===== src/rtl/mips_mc_pkg.sv =====
// Shared encodings for the multicycle MIPS control unit.
// Opcodes, functs, ALU codes, FSM states and datapath mux selects.
package mips_mc_pkg;

    localparam logic [5:0] OP_RTYPE = 6'b000000;
    localparam logic [5:0] OP_LW    = 6'b100011;
    localparam logic [5:0] OP_SW    = 6'b101011;
    localparam logic [5:0] OP_BEQ   = 6'b000100;
    localparam logic [5:0] OP_BNE   = 6'b000101;
    localparam logic [5:0] OP_ADDI  = 6'b001000;
    localparam logic [5:0] OP_J     = 6'b000010;

    localparam logic [5:0] F_ADD = 6'b100000;
    localparam logic [5:0] F_SUB = 6'b100010;
    localparam logic [5:0] F_AND = 6'b100100;
    localparam logic [5:0] F_OR  = 6'b100101;
    localparam logic [5:0] F_SLT = 6'b101010;

    localparam logic [2:0] ALU_ADD = 3'b010;
    localparam logic [2:0] ALU_SUB = 3'b110;
    localparam logic [2:0] ALU_AND = 3'b000;
    localparam logic [2:0] ALU_OR  = 3'b001;
    localparam logic [2:0] ALU_SLT = 3'b111;

    localparam logic [1:0] ALUOP_ADD   = 2'b00;
    localparam logic [1:0] ALUOP_SUB   = 2'b01;
    localparam logic [1:0] ALUOP_FUNCT = 2'b10;

    localparam logic [3:0] S_FETCH   = 4'd0;
    localparam logic [3:0] S_DECODE  = 4'd1;
    localparam logic [3:0] S_MEMADR  = 4'd2;
    localparam logic [3:0] S_MEMRD   = 4'd3;
    localparam logic [3:0] S_MEMWB   = 4'd4;
    localparam logic [3:0] S_MEMWR   = 4'd5;
    localparam logic [3:0] S_EXECUTE = 4'd6;
    localparam logic [3:0] S_ALUWB   = 4'd7;
    localparam logic [3:0] S_BRANCH  = 4'd8;
    localparam logic [3:0] S_ADDIEX  = 4'd9;
    localparam logic [3:0] S_ADDIWB  = 4'd10;
    localparam logic [3:0] S_JUMP    = 4'd11;

    localparam logic [1:0] PCSRC_ALU    = 2'b00;
    localparam logic [1:0] PCSRC_ALUOUT = 2'b01;
    localparam logic [1:0] PCSRC_JUMP   = 2'b10;

    localparam logic [1:0] SRCB_REG   = 2'b00;
    localparam logic [1:0] SRCB_FOUR  = 2'b01;
    localparam logic [1:0] SRCB_IMM   = 2'b10;
    localparam logic [1:0] SRCB_IMMSH = 2'b11;

    function automatic logic [5:0] opcode_of(input logic [31:0] instr);
        return instr[31:26];
    endfunction

    function automatic logic [5:0] funct_of(input logic [31:0] instr);
        return instr[5:0];
    endfunction

endpackage


===== src/rtl/mips_mc_control_if.sv =====
// Control/status bundle between the multicycle controller and datapath.
// master = controller side, slave = datapath side.
interface mips_mc_control_if #(
    parameter int STATE_W = 4
);
    logic [31:0]        instr;
    logic               zero;
    logic               pcen;
    logic [1:0]         pcsrc;
    logic               alusrca;
    logic [1:0]         alusrcb;
    logic [2:0]         alucontrol;
    logic               iord;
    logic               irwrite;
    logic               regwrite;
    logic               regdst;
    logic               memtoreg;
    logic               memwrite;
    logic               bne_sign;
    logic               illegal_op;
    logic [STATE_W-1:0] state_dbg;

    modport master (
        input  instr, zero,
        output pcen, pcsrc, alusrca, alusrcb, alucontrol,
        output iord, irwrite, regwrite, regdst, memtoreg,
        output memwrite, bne_sign, illegal_op, state_dbg
    );

    modport slave (
        output instr, zero,
        input  pcen, pcsrc, alusrca, alusrcb, alucontrol,
        input  iord, irwrite, regwrite, regdst, memtoreg,
        input  memwrite, bne_sign, illegal_op, state_dbg
    );

endinterface


===== src/rtl/mips_alu_decoder.sv =====
// ALU decoder: aluop selects add, sub or funct-driven operation.
// funct_valid flags a supported R-type funct regardless of aluop.
module mips_alu_decoder
    import mips_mc_pkg::*;
(
    input  logic [1:0] aluop,
    input  logic [5:0] funct,
    output logic [2:0] alucontrol,
    output logic       funct_valid
);

    logic [2:0] funct_alu;

    always_comb begin
        funct_alu   = ALU_ADD;
        funct_valid = 1'b0;
        case (funct)
            F_ADD: begin
                funct_alu   = ALU_ADD;
                funct_valid = 1'b1;
            end
            F_SUB: begin
                funct_alu   = ALU_SUB;
                funct_valid = 1'b1;
            end
            F_AND: begin
                funct_alu   = ALU_AND;
                funct_valid = 1'b1;
            end
            F_OR: begin
                funct_alu   = ALU_OR;
                funct_valid = 1'b1;
            end
            F_SLT: begin
                funct_alu   = ALU_SLT;
                funct_valid = 1'b1;
            end
            default: ;
        endcase
    end

    always_comb begin
        alucontrol = ALU_ADD;
        case (aluop)
            ALUOP_SUB:   alucontrol = ALU_SUB;
            ALUOP_FUNCT: alucontrol = funct_alu;
            default:     alucontrol = ALU_ADD;
        endcase
    end

endmodule


===== src/rtl/mips_mc_control.sv =====
// Multicycle MIPS controller: Moore FSM over the instruction register.
// Only pcen mixes in the live zero flag; reset masks every output.
module mips_mc_control
    import mips_mc_pkg::*;
#(
    parameter bit SUPPORT_BNE = 1'b1,
    parameter int STATE_W     = 4
) (
    input  logic              clk,
    input  logic              rst,
    mips_mc_control_if.master ctl
);

    localparam logic [STATE_W-1:0] FETCH   = STATE_W'(S_FETCH);
    localparam logic [STATE_W-1:0] DECODE  = STATE_W'(S_DECODE);
    localparam logic [STATE_W-1:0] MEMADR  = STATE_W'(S_MEMADR);
    localparam logic [STATE_W-1:0] MEMRD   = STATE_W'(S_MEMRD);
    localparam logic [STATE_W-1:0] MEMWB   = STATE_W'(S_MEMWB);
    localparam logic [STATE_W-1:0] MEMWR   = STATE_W'(S_MEMWR);
    localparam logic [STATE_W-1:0] EXECUTE = STATE_W'(S_EXECUTE);
    localparam logic [STATE_W-1:0] ALUWB   = STATE_W'(S_ALUWB);
    localparam logic [STATE_W-1:0] BRANCH  = STATE_W'(S_BRANCH);
    localparam logic [STATE_W-1:0] ADDIEX  = STATE_W'(S_ADDIEX);
    localparam logic [STATE_W-1:0] ADDIWB  = STATE_W'(S_ADDIWB);
    localparam logic [STATE_W-1:0] JUMP    = STATE_W'(S_JUMP);

    logic [STATE_W-1:0] state;
    logic [STATE_W-1:0] state_nx;

    logic [5:0] op;
    logic [5:0] funct;
    logic       funct_valid;
    logic [2:0] alu_dec;

    logic       pcwrite;
    logic       branch;
    logic       bne_sign;
    logic [1:0] pcsrc;
    logic       alusrca;
    logic [1:0] alusrcb;
    logic [1:0] aluop;
    logic       iord;
    logic       irwrite;
    logic       regwrite;
    logic       regdst;
    logic       memtoreg;
    logic       memwrite;
    logic       illegal;

    assign op    = opcode_of(ctl.instr);
    assign funct = funct_of(ctl.instr);

    mips_alu_decoder u_alu_dec (
        .aluop       (aluop),
        .funct       (funct),
        .alucontrol  (alu_dec),
        .funct_valid (funct_valid)
    );

    always_ff @(posedge clk) begin
        if (rst) begin
            state <= FETCH;
        end else begin
            state <= state_nx;
        end
    end

    always_comb begin
        state_nx = FETCH;
        pcwrite  = 1'b0;
        branch   = 1'b0;
        bne_sign = 1'b0;
        pcsrc    = PCSRC_ALU;
        alusrca  = 1'b0;
        alusrcb  = SRCB_REG;
        aluop    = ALUOP_ADD;
        iord     = 1'b0;
        irwrite  = 1'b0;
        regwrite = 1'b0;
        regdst   = 1'b0;
        memtoreg = 1'b0;
        memwrite = 1'b0;
        illegal  = 1'b0;
        case (state)
            FETCH: begin
                irwrite  = 1'b1;
                alusrcb  = SRCB_FOUR;
                pcwrite  = 1'b1;
                state_nx = DECODE;
            end
            DECODE: begin
                alusrcb = SRCB_IMMSH;
                case (op)
                    OP_LW, OP_SW: state_nx = MEMADR;
                    OP_RTYPE:     state_nx = EXECUTE;
                    OP_BEQ:       state_nx = BRANCH;
                    OP_BNE: begin
                        if (SUPPORT_BNE) begin
                            state_nx = BRANCH;
                        end else begin
                            illegal = 1'b1;
                        end
                    end
                    OP_ADDI:      state_nx = ADDIEX;
                    OP_J:         state_nx = JUMP;
                    default:      illegal  = 1'b1;
                endcase
            end
            MEMADR: begin
                alusrca  = 1'b1;
                alusrcb  = SRCB_IMM;
                state_nx = (op == OP_SW) ? MEMWR : MEMRD;
            end
            MEMRD: begin
                iord     = 1'b1;
                state_nx = MEMWB;
            end
            MEMWB: begin
                memtoreg = 1'b1;
                regwrite = 1'b1;
            end
            MEMWR: begin
                iord     = 1'b1;
                memwrite = 1'b1;
            end
            EXECUTE: begin
                alusrca = 1'b1;
                aluop   = ALUOP_FUNCT;
                if (funct_valid) begin
                    state_nx = ALUWB;
                end else begin
                    illegal = 1'b1;
                end
            end
            ALUWB: begin
                regdst   = 1'b1;
                regwrite = 1'b1;
            end
            BRANCH: begin
                alusrca  = 1'b1;
                aluop    = ALUOP_SUB;
                pcsrc    = PCSRC_ALUOUT;
                branch   = 1'b1;
                bne_sign = (op == OP_BNE);
            end
            ADDIEX: begin
                alusrca  = 1'b1;
                alusrcb  = SRCB_IMM;
                state_nx = ADDIWB;
            end
            ADDIWB: begin
                regwrite = 1'b1;
            end
            JUMP: begin
                pcsrc   = PCSRC_JUMP;
                pcwrite = 1'b1;
            end
            default: ;
        endcase
    end

    // Reset aborts the instruction: every decoded output falls to its default.
    assign ctl.pcen       = ~rst & (pcwrite | (branch & (ctl.zero ^ bne_sign)));
    assign ctl.pcsrc      = rst ? PCSRC_ALU : pcsrc;
    assign ctl.alusrca    = ~rst & alusrca;
    assign ctl.alusrcb    = rst ? SRCB_REG : alusrcb;
    assign ctl.alucontrol = rst ? ALU_ADD : alu_dec;
    assign ctl.iord       = ~rst & iord;
    assign ctl.irwrite    = ~rst & irwrite;
    assign ctl.regwrite   = ~rst & regwrite;
    assign ctl.regdst     = ~rst & regdst;
    assign ctl.memtoreg   = ~rst & memtoreg;
    assign ctl.memwrite   = ~rst & memwrite;
    assign ctl.bne_sign   = ~rst & bne_sign;
    assign ctl.illegal_op = ~rst & illegal;
    assign ctl.state_dbg  = state;

endmodule

===== src/flat_wrapper.sv =====
// flat-port wrapper written by rule: the top's interface ports become plain ports
module mips_mc_control_flat import mips_mc_pkg::*;
#(
    parameter bit SUPPORT_BNE = 1'b1,
    parameter int STATE_W     = 4
)
  (clk, rst, ctl_instr, ctl_zero, ctl_pcen, ctl_pcsrc, ctl_alusrca, ctl_alusrcb, ctl_alucontrol, ctl_iord, ctl_irwrite, ctl_regwrite, ctl_regdst, ctl_memtoreg, ctl_memwrite, ctl_bne_sign, ctl_illegal_op, ctl_state_dbg);
  mips_mc_control_if #(.STATE_W(STATE_W)) ctl_i ();
  input  logic clk;
  input  logic rst;
  input wire logic [$bits(ctl_i.instr)-1:0] ctl_instr;
  input wire logic [$bits(ctl_i.zero)-1:0] ctl_zero;
  output wire logic [$bits(ctl_i.pcen)-1:0] ctl_pcen;
  output wire logic [$bits(ctl_i.pcsrc)-1:0] ctl_pcsrc;
  output wire logic [$bits(ctl_i.alusrca)-1:0] ctl_alusrca;
  output wire logic [$bits(ctl_i.alusrcb)-1:0] ctl_alusrcb;
  output wire logic [$bits(ctl_i.alucontrol)-1:0] ctl_alucontrol;
  output wire logic [$bits(ctl_i.iord)-1:0] ctl_iord;
  output wire logic [$bits(ctl_i.irwrite)-1:0] ctl_irwrite;
  output wire logic [$bits(ctl_i.regwrite)-1:0] ctl_regwrite;
  output wire logic [$bits(ctl_i.regdst)-1:0] ctl_regdst;
  output wire logic [$bits(ctl_i.memtoreg)-1:0] ctl_memtoreg;
  output wire logic [$bits(ctl_i.memwrite)-1:0] ctl_memwrite;
  output wire logic [$bits(ctl_i.bne_sign)-1:0] ctl_bne_sign;
  output wire logic [$bits(ctl_i.illegal_op)-1:0] ctl_illegal_op;
  output wire logic [$bits(ctl_i.state_dbg)-1:0] ctl_state_dbg;
  assign ctl_i.instr = ctl_instr;
  assign ctl_i.zero = ctl_zero;
  assign ctl_pcen = ctl_i.pcen;
  assign ctl_pcsrc = ctl_i.pcsrc;
  assign ctl_alusrca = ctl_i.alusrca;
  assign ctl_alusrcb = ctl_i.alusrcb;
  assign ctl_alucontrol = ctl_i.alucontrol;
  assign ctl_iord = ctl_i.iord;
  assign ctl_irwrite = ctl_i.irwrite;
  assign ctl_regwrite = ctl_i.regwrite;
  assign ctl_regdst = ctl_i.regdst;
  assign ctl_memtoreg = ctl_i.memtoreg;
  assign ctl_memwrite = ctl_i.memwrite;
  assign ctl_bne_sign = ctl_i.bne_sign;
  assign ctl_illegal_op = ctl_i.illegal_op;
  assign ctl_state_dbg = ctl_i.state_dbg;
  mips_mc_control #(.SUPPORT_BNE(SUPPORT_BNE), .STATE_W(STATE_W)) u_core (.clk(clk), .rst(rst), .ctl(ctl_i));
endmodule

===== config.mk =====
export PLATFORM = sky130hd
export DESIGN_NAME = mips_mc_control_flat
export DESIGN_NICKNAME = d
export VERILOG_FILES = /design/src/rtl/mips_mc_pkg.sv /design/src/rtl/mips_mc_control_if.sv /design/src/rtl/mips_alu_decoder.sv /design/src/rtl/mips_mc_control.sv /design/src/flat_wrapper.sv
export SDC_FILE = /design/constraint.sdc
export NUM_CORES = 1
export LEC_CHECK = 0
export ABC_AREA = 0
export CAP_MARGIN = 10
export CORE_ASPECT_RATIO = 0.8
export CORE_MARGIN = 2
export CORE_UTILIZATION = 32
export DETAILED_ROUTE_END_ITERATION = 7
export PLACE_DENSITY = 0.8
export SLEW_MARGIN = 10
export SYNTH_ARGS = -nofsm -noshare
export SYNTH_HDL_FRONTEND = slang
export SYNTH_SLANG_ARGS = --single-unit

===== constraint.sdc =====
create_clock -name clk -period 4.2 [get_ports clk]
set_input_delay 1.05 -clock clk [delete_from_list [all_inputs] [get_ports clk]]
set_output_delay 1.05 -clock clk [all_outputs]
set_load 0.1 [all_outputs]

======== After elaboration in Yosys (flattened, before gate mapping) ========
Index checks and enable logic that the tools add are counted.
cells by class
  multiplexer cells ....................... 26
  equality and inequality tests ........... 24
  bitwise gates (word level) .............. 14
  reduce and logical (&&, ||, !) cells .... 11
operators by type and width
  operator                                                          count
  6-bit == test (second input constant)                             7
  4-bit case mux with 6 select lines                                1
  4-bit case mux with 5 select lines                                1
  4-bit by 3-bit == test with 1-bit output (second input constant)  4
  4-bit == test (second input constant)                             4
  1-bit two-way mux                                                 13
  6-bit by 3-bit == test with 1-bit output (second input constant)  2
  3-bit case mux with 4 select lines                                1
  1-bit bitwise AND                                                 11
  2-bit OR reduction                                                5
  3-bit two-way mux                                                 3
  4-bit by 2-bit == test with 1-bit output (second input constant)  2
  2-bit case mux with 2 select lines                                2
  7-bit OR reduction                                                1
  6-bit by 2-bit == test with 1-bit output (second input constant)  1
  6-bit by 4-bit == test with 1-bit output (second input constant)  1
  6-bit zero test                                                   1
  2-bit case mux with 3 select lines                                1
  3-bit case mux with 2 select lines                                1
  5-bit OR reduction                                                1
  4-bit by 1-bit == test with 1-bit output (second input constant)  1
  4-bit zero test                                                   1
  2-bit two-way mux                                                 2
  4-bit OR reduction                                                1
  other kinds (7)                                                   7
storage, ports and cells
  register bits after elaboration ......... 4
  bits of input ports ..................... 35
  output and inout port bits .............. 21
  logic and storage cells ................. 76

======== Depth between registers and ports, before layout ========
Gate-level depths: netlist (run 1).
  word-level depth ........................ 6
  gate-level depth with buffers ........... 7
  depth with buffers taken out ............ 6

======== Modules after synthesis ========
A second synthesis (run 1) with hierarchy kept.
second synthesis, totals
  cells, all modules ...................... 102
  area, all modules ....................... 732.0 um^2
by module, submodules not included
  module            sequential area each (um^2)  area an instance (um^2)  cells each  times used
  mips_mc_control   80.1                         564.3                    84          1
  mips_alu_decoder  0.0                          167.7                    18          1

======== Least setup slack after synthesis (run 1) ========
No wires, ideal clock.
  kind .................................... register to output
  from .................................... register u_core.state[1] (netlist: u_core.ctl.state_dbg[1])
  to ...................................... output ctl_iord
  cell stages (with the launch flop) ...... 5
  buffers on the path ..................... 2
  path slack .............................. -1579 ps
  data arrival time ....................... 4729 ps
  path through ............................ dfxtp_1 > clkbuf_1 > clkbuf_1 > xnor2_1 > nor4b_1
on the way
  word-level cells in the longest chain between the ends .. 4
  elaborated cells between the ends (all ways) .. 5
  classes of those cells .................. 2 x eq/ne; 1 x mux; 1 x bitwise; 1 x reduce/logical
RTL lines
  item                                                                                                  RTL line                RTL
  start: declaration                                                                                    mips_mc_control.sv:27   logic [STATE_W-1:0] state;
  start signal: assignment                                                                              mips_mc_control.sv:64   state <= state_nx;
  4-bit by 2-bit == test with 1-bit output or 4-bit by 3-bit == test with 1-bit output (tied branches)  mips_mc_control.sv:84   case (state)
  2-bit OR reduction (no line) *                                                                        --
  1-bit two-way mux *                                                                                   mips_mc_control.sv:84
  1-bit bitwise AND *                                                                                   mips_mc_control.sv:168  assign ctl.iord = ~rst & iord;
  end: declaration                                                                                      flat_wrapper.sv:18      output wire logic [$bits(ctl_i.iord)-1:0] ctl_iord;
Mark *: on every way between the ends. The rest lies on a longest branch, timed or not.

======== Final worst setup path (run 1) ========
  from .................................... input ctl_instr[27]
  to ...................................... output ctl_pcen
on the way
  word-level cells in the longest chain between the ends .. 6
RTL lines
  item                                      RTL line                RTL
  start: declaration                        flat_wrapper.sv:11      input wire logic [$bits(ctl_i.instr)-1:0] ctl_instr;
  6-bit by 3-bit == test with 1-bit output  mips_mc_control.sv:144  bne_sign = (op == OP_BNE);
  1-bit two-way mux                         mips_mc_control.sv:84
  1-bit bitwise XOR                         mips_mc_control.sv:163  assign ctl.pcen = ~rst & (pcwrite | (branch & (ctl.zero ^ bne_sign)));
  1-bit bitwise AND                         mips_mc_control.sv:163
  1-bit bitwise OR                          mips_mc_control.sv:163
  1-bit bitwise AND                         mips_mc_control.sv:163
  end: declaration                          flat_wrapper.sv:13      output wire logic [$bits(ctl_i.pcen)-1:0] ctl_pcen;
Every way passes these cells.

==> results.py, run 1 <==
metrics = {
    "setup_path": {
        "worstPathMaxFanout": 2,
        "crit_buf_inv": 2,
        "path_depth": 6,
        "crit_arrival_ns": 3.10,
        "setup.worst_path.start_class": "primary input",
        "crit_path_end_kind": "output pin",
        "cp_cell_sequence": "dlygate4sd2_1 > or4_4 > or3_1 > a311o_1 > a211oi_2 > buf_12",
        "cp_data_required_time_ns": 3.15,
        "reg2reg_depth": 4,
        "r2r_start": "u_core.ctl.state_dbg[3]",
        "path_delay_family": "simple AND/OR/NAND/NOR gates",
        "crit_type": "in -> out",
        "ff2ff_setup_slack_ns": 2.44,
        "cpPeakStageDelay_ns": 0.53,
        "cpMaxStageDelayCell": "or4_4",
        "worstReg2RegEnd": "u_core.ctl.state_dbg[2]",
    },
    "floorplanning": {
        "die_x_um": 55.2,
        "rows": 14,
        "dieArea_um2": 2480,
        "coreArea_um2": 1930,
        "initial_utilization_pct": 34.9,
        "io_pins": 56,
        "die_height_um": 45.0,
    },
    "job": {
        "drv_cap": 0,
    },
    "drt": {
        "dr.pass1.iters": 4,
        "via_per_inst": 5.78,
        "vias": 913,
        "drtIter0Drc": 24,
        "post-route-drc-count": 0,
        "drt-wirelength-per-cell_um": 13.3,
        "ant_nets": 0,
        "wirelength_um": 2110,
    },
    "final_layout": {
        "utilization_pct": 67.9,
        "fin_cells": 158,
        "drive_gt1_share_pct": 32.1,
        "nFillCells": 165,
        "layout_common_cells": "17 x buf_12, 14 x clkdlybuf4s50_1, 9 x buf_4",
        "area_growth_pct": 94.6,
        "final_common_cell": "buf_12",
        "regArea_um2": 80.1,
        "fin_area_um2": 1310,
        "nNetsFinal": 173,
        "antenna_cells": 0,
        "largest_reg_flops": 4,
        "multi_input_area_um2": 577,
    },
    "sta": {
        "finalClockSkew_ns": 0.0102,
        "rsz0062_at_grt": "false",
        "slew_violations": 0,
        "period_share_pct": 98.8,
        "finalHoldViolations": 0,
        "fmax_mhz": 241,
        "fin_tns_setup_ns": 0,
        "setup_viol": 0,
        "min_period_ns": 4.15,
        "maxSlewHeadroom_pct": 35.3,
        "tightest_slew_ns": 0.968,
    },
    "global_routing": {
        "overflow": 0,
        "grt_usage_pct": 18.1,
        "first_global_vias": 840,
        "grt_max_degree": 19,
        "antenna_found_initial": 0,
        "grt_pass1_wl_um": 3480,
    },
    "outcome": {
        "status": "complete, no violations",
    },
    "synth": {
        "ys_types": 38,
        "netlist_instances": 96,
        "syn_area_um2": 672,
        "avgSynthCellArea_um2": 7.00,
        "yosysWarnings": 0,
        "synth_seq_cells": 4,
        "async_flop_share_pct": 0,
        "synth_edf_count": 0,
        "ys_seq_area_share_pct": 11.9,
        "synth_fp_nets": 133,
        "ys.flop_type": "dfxtp_1",
    },
    "placement": {
        "dp_hpwl_um": 1720,
        "io_buffers": 35,
        "dp_cells": 155,
        "globalplace.congestion": 0.807,
        "placed_area_um2": 1290,
    },
    "power": {
        "swShare_pct": 44.0,
        "ir_worst_vdd_mv": 0.119,
        "total_power_uw": 205,
        "power_density_nw_per_um2": 157,
        "p_int_uw": 115,
        "p_leak_uw": 0.000480,
        "clkPwrFrac_pct": 25.3,
        "power_frac_comb_pct": 53.6,
        "p_switching_uw": 90.3,
        "seqPwrFrac_pct": 21.2,
    },
    "clock_tree": {
        "cts_setup_buffers": 0,
        "ctsHoldBuffers": 0,
        "clk_pin_slew_ns": 0.04,
        "cts_buffer_depth": 2,
        "htreeDepth": 1,
        "cts_tree": "done",
        "worstSkewPairLatency_ns": 0.25,
        "cts_sinks": 4,
        "root_buffer": "clkbuf_4",
        "numCtsBuffers": 3,
    },
    "hold_path": {
        "min_path_type": "reg -> reg",
        "min_path_cells": 2,
        "holdPathEnd": "u_core.ctl.state_dbg[3]",
        "hp-start": "u_core.ctl.state_dbg[2]",
    },
}
==> worst register-to-register path, cell delays in order (launching register included) <==
cell	delay (ns)
dfxtp_1	0.42
nand2b_1	0.30
nor3b_1	0.50
nand2_1	0.18
a311oi_1	0.25
==> logic make-up after synthesis <==
| family | Yosys count | share of synthesized area, % |
|---|---|---|
| compound gates | 25 | 26.6 |
| xor+xnor | 2 | 2.61 |
| fa+ha+maj | 2 | 3.72 |
| buf+inv | 12 | 9.31 |
| flops | 4 | 11.9 |
| mux | 1 | 1.68 |
| simple gates | 50 | 44.1 |
==> power by group through the flow <==
stage	clock, uW	combinational (uW)	sequential, uW
5_1_grt	56.8	115	43.7
2_1_floorplan	0	60.2	50.2
3_5_place_dp	0	111	43.8
4_1_cts	51.9	110	43.2
3_3_place_gp	0	109	43.7
6_report	51.8	110	43.4
==> layer usage <==
layer / vias up / track usage (%) / routed length, um
li1: 449 / - / -
met1: 424 / 20.7 / 924
met2: 34 / 33.6 / 1030
met3: 6 / 4.30 / 107
met4: 0 / 7.32 / 41
met5: - / 0 / 0
==> how the worst max path moves through the flow <==
stage                     slack (ns)     startpoint           to
after floorplan                -0.99            rst  ctl_irwrite
after global placement         -0.06  ctl_instr[27]     ctl_pcen
after detailed placement       -0.08  ctl_instr[27]     ctl_pcen
after CTS                       0.04  ctl_instr[30]     ctl_pcen
after global routing          0.0002  ctl_instr[27]     ctl_pcen
final                           0.05  ctl_instr[27]     ctl_pcen
==> area by class of cell <==
type | instances | share of cell area, %
Timing Repair Buffer | 44 | 44.9
Multi-Input combinational cell | 80 | 44.1
Sequential cell | 4 | 6.12
Tap cell | 24 | 2.30
Clock buffer | 3 | 1.72
Inverter | 3 | 0.861
==> synthesized netlist by cell type, types with 2 or more instances <==
cell type | instances | area share, %
a21o_1 | 2 | 2.2
o21ai_0 | 3 | 2.2
nor3b_1 | 4 | 4.5
o31ai_1 | 3 | 3.4
nor3_1 | 10 | 7.4
a21oi_1 | 6 | 4.5
a311oi_1 | 2 | 2.6
xnor2_1 | 2 | 2.6
or4_1 | 2 | 2.2
dfxtp_1 | 4 | 12
nor4_1 | 4 | 3.7
ha_1 | 2 | 3.7
buf_2 | 2 | 1.5
clkbuf_1 | 5 | 2.8
buf_6 | 2 | 3.4
nand3_1 | 2 | 1.5
nand2b_1 | 4 | 3.7
inv_1 | 3 | 1.7
nor2_1 | 6 | 3.4
nor4b_1 | 4 | 5.2
nor2b_1 | 3 | 2.8
nand2_1 | 5 | 2.8
==> metrics by stage <==
stage / hold WS [ns] / setup slack, ns
after floorplan: 1.13 / -0.987
after global placement: 0.648 / -0.0625
after detailed placement: 0.666 / -0.0823
after CTS: 0.664 / 0.0405
after global routing: 0.720 / 0.000221
final: 0.662 / 0.0491
==> timing repair <==
item | CTS | global route
pin swaps | 3 | 2
setup endpoints to repair | 1 | 1
gates resized for setup | 3 | 1
gates cloned | 0 | 0
Note: power is estimated with default switching activity, not from simulation.
==> inputs of run 2 (changes only) <==
--- a/config.mk
+++ b/config.mk
@@ -9,9 +9,10 @@
 export CAP_MARGIN = 10
 export CORE_ASPECT_RATIO = 0.8
 export CORE_MARGIN = 2
-export CORE_UTILIZATION = 32
+export CORE_UTILIZATION = 30
 export DETAILED_ROUTE_END_ITERATION = 7
-export PLACE_DENSITY = 0.8
+export HOLD_SLACK_MARGIN = 0.08
+export PLACE_DENSITY = 0.76
 export SLEW_MARGIN = 10
 export SYNTH_ARGS = -nofsm -noshare
 export SYNTH_HDL_FRONTEND = slang
==> run 2 against run 1 <==
  * Maximum frequency up 3.2%
  * Highest routed layer unchanged
  * Non-clock buffer count up 1
  * Clock skew down 0.0087 ns
  * Sequential share of layout area down 0.092 points
  * Worst hold slack better by 0.0072 ns
  * Critical path type unchanged
==> results.py, run 2 (synthesis gave the netlist of run 1 again) <==
metrics = {
    "sta": {
        "tightest_slew_ns": 0.961,
        "fmax_mhz": 249,
        "fin_tns_setup_ns": 0,
        "setup_viol": 0,
        "period_share_pct": 95.8,
        "slew_violations": 0,
        "finalClockSkew_ns": 0.00148,
        "rsz0062_at_grt": "false",
        "worst_slack_ns": 0.176,
        "maxSlewHeadroom_pct": 35.7,
        "finalHoldViolations": 0,
        "min_period_ns": 4.02,
    },
    "placement": {
        "dp_hpwl_um": 1820,
        "io_buffers": 35,
        "globalplace.congestion": 0.843,
        "post-place-ws_ns": -0.0558,
    },
    "final_layout": {
        "antenna_cells": 0,
        "regArea_um2": 80.1,
        "drive_gt1_share_pct": 32.6,
        "final_common_cell": "buf_12",
        "area_growth_pct": 97.6,
        "nNetsFinal": 174,
        "multi_input_area_um2": 577,
        "largest_reg_flops": 4,
        "nFillCells": 189,
        "layout_common_cells": "17 x buf_12, 14 x clkdlybuf4s50_1, 10 x buf_4",
    },
    "global_routing": {
        "first_global_vias": 874,
        "antenna_found_initial": 0,
        "grt_pass1_wl_um": 3640,
        "grt_usage_pct": 17.1,
        "overflow": 0,
        "grt_max_degree": 19,
    },
    "floorplanning": {
        "dieArea_um2": 2640,
        "coreArea_um2": 2140,
        "initial_utilization_pct": 31.4,
        "die_x_um": 56.9,
        "die_height_um": 46.3,
        "rows": 15,
        "io_pins": 56,
    },
    "drt": {
        "via_per_inst": 5.69,
        "post-route-drc-count": 0,
        "top_layer": "met4",
        "drt-wirelength-per-cell_um": 13.7,
        "dr.pass1.iters": 4,
        "wirelength_um": 2190,
        "ant_nets": 0,
        "drt-met1-wl_um": 915,
        "wl_met2_um": 1140,
        "wl_met3_um": 99,
        "vias": 910,
        "drtIter0Drc": 20,
    },
    "clock_tree": {
        "worstSkewPairLatency_ns": 0.24,
        "cts_buffer_depth": 2,
        "root_buffer": "clkbuf_4",
        "cts_setup_buffers": 0,
        "cts_tree": "done",
        "clk_pin_slew_ns": 0.04,
        "ctsHoldBuffers": 0,
        "numCtsBuffers": 3,
        "cts_sinks": 4,
        "htreeDepth": 1,
    },
    "setup_path": {
        "ff2ff_setup_slack_ns": 2.46,
        "cp_data_required_time_ns": 3.15,
        "crit_type": "in -> out",
        "crit_arrival_ns": 2.97,
        "worstPathMaxFanout": 2,
        "crit_path_end_kind": "output pin",
        "setup.worst_path.start_class": "primary input",
    },
    "power": {
        "total_power_uw": 203,
        "p_leak_uw": 0.000508,
        "ir_worst_vdd_mv": 0.0822,
        "power_density_nw_per_um2": 153,
    },
    "job": {
        "drv_cap": 0,
    },
    "outcome": {
        "status": "complete, no violations",
    },
    "hold_path": {
        "min_path_type": "reg -> reg",
    },
}
## run 2: changes by cell type in the layout (fill, tap and decap cells not counted), sizes merged
cell and delta:
dlygate4sd2 -3, buf +1, dlymetal6s2s +3
## run 2: worst paths after layout
check,startpoint,to,cells after the start
max,ctl_instr[29],ctl_pcen,6
min,u_core.ctl.state_dbg[3],u_core.ctl.state_dbg[3],2
max reg2reg,u_core.ctl.state_dbg[3],u_core.ctl.state_dbg[2],4
min reg2reg,u_core.ctl.state_dbg[3],u_core.ctl.state_dbg[3],2
## run 2: critical path: stages
cell and delay, ns:
dlymetal6s2s_1 0.13, or4_4 0.54, or3_1 0.38, a311o_1 0.36, a211oi_2 0.30, buf_12 0.21
## run 2: routing by layer
| metal | up-vias | global-route usage, % |
|---|---|---|
| met5 | - | 0 |
| met4 | 0 | 5.58 |
| met3 | 4 | 0.843 |
| met2 | 33 | 34.7 |
| met1 | 422 | 19.5 |
| li1 | 451 | - |
## run 2: area by class of cell
type                            instances  area share [%]
Multi-Input combinational cell         80            43.4
Timing Repair Buffer                   45            45.6
Inverter                                3           0.848
Tap cell                               25            2.36
Sequential cell                         4            6.03
Clock buffer                            3            1.70
## run 2: power by group
part | total [uW] | switching, uW | internal, uW
Clock | 48.0 | 16.0 | 32.0
Sequential | 43.3 | 3.81 | 39.5
Combinational | 111 | 67.1 | 44.3
## run 2: metrics by stage
step,std cells,utilization [%],hold slack [ns],area [um^2]
after floorplan,96,-,1.13,719
after global placement,157,60.5,0.639,1290
after detailed placement,157,60.5,0.648,1290
after CTS,160,61.6,0.659,1320
after global routing,160,62.0,0.695,1330
final,160,62.0,0.669,1330
## run 2: repair_timing
item	CTS	global route
pin swaps	2	4
setup endpoints to repair	1	1
resized for setup	0	4
cloned	0	0
==> inputs of run 3 (changes only) <==
--- a/config.mk
+++ b/config.mk
@@ -9,10 +9,10 @@
 export CAP_MARGIN = 10
 export CORE_ASPECT_RATIO = 0.8
 export CORE_MARGIN = 2
-export CORE_UTILIZATION = 30
+export CORE_UTILIZATION = 32
 export DETAILED_ROUTE_END_ITERATION = 7
 export HOLD_SLACK_MARGIN = 0.08
-export PLACE_DENSITY = 0.76
+export PLACE_DENSITY = 0.8
 export SLEW_MARGIN = 10
 export SYNTH_ARGS = -nofsm -noshare
 export SYNTH_HDL_FRONTEND = slang
==> results of run 3 <==
Final layout, timing and power as in run 1 (identical DEF).
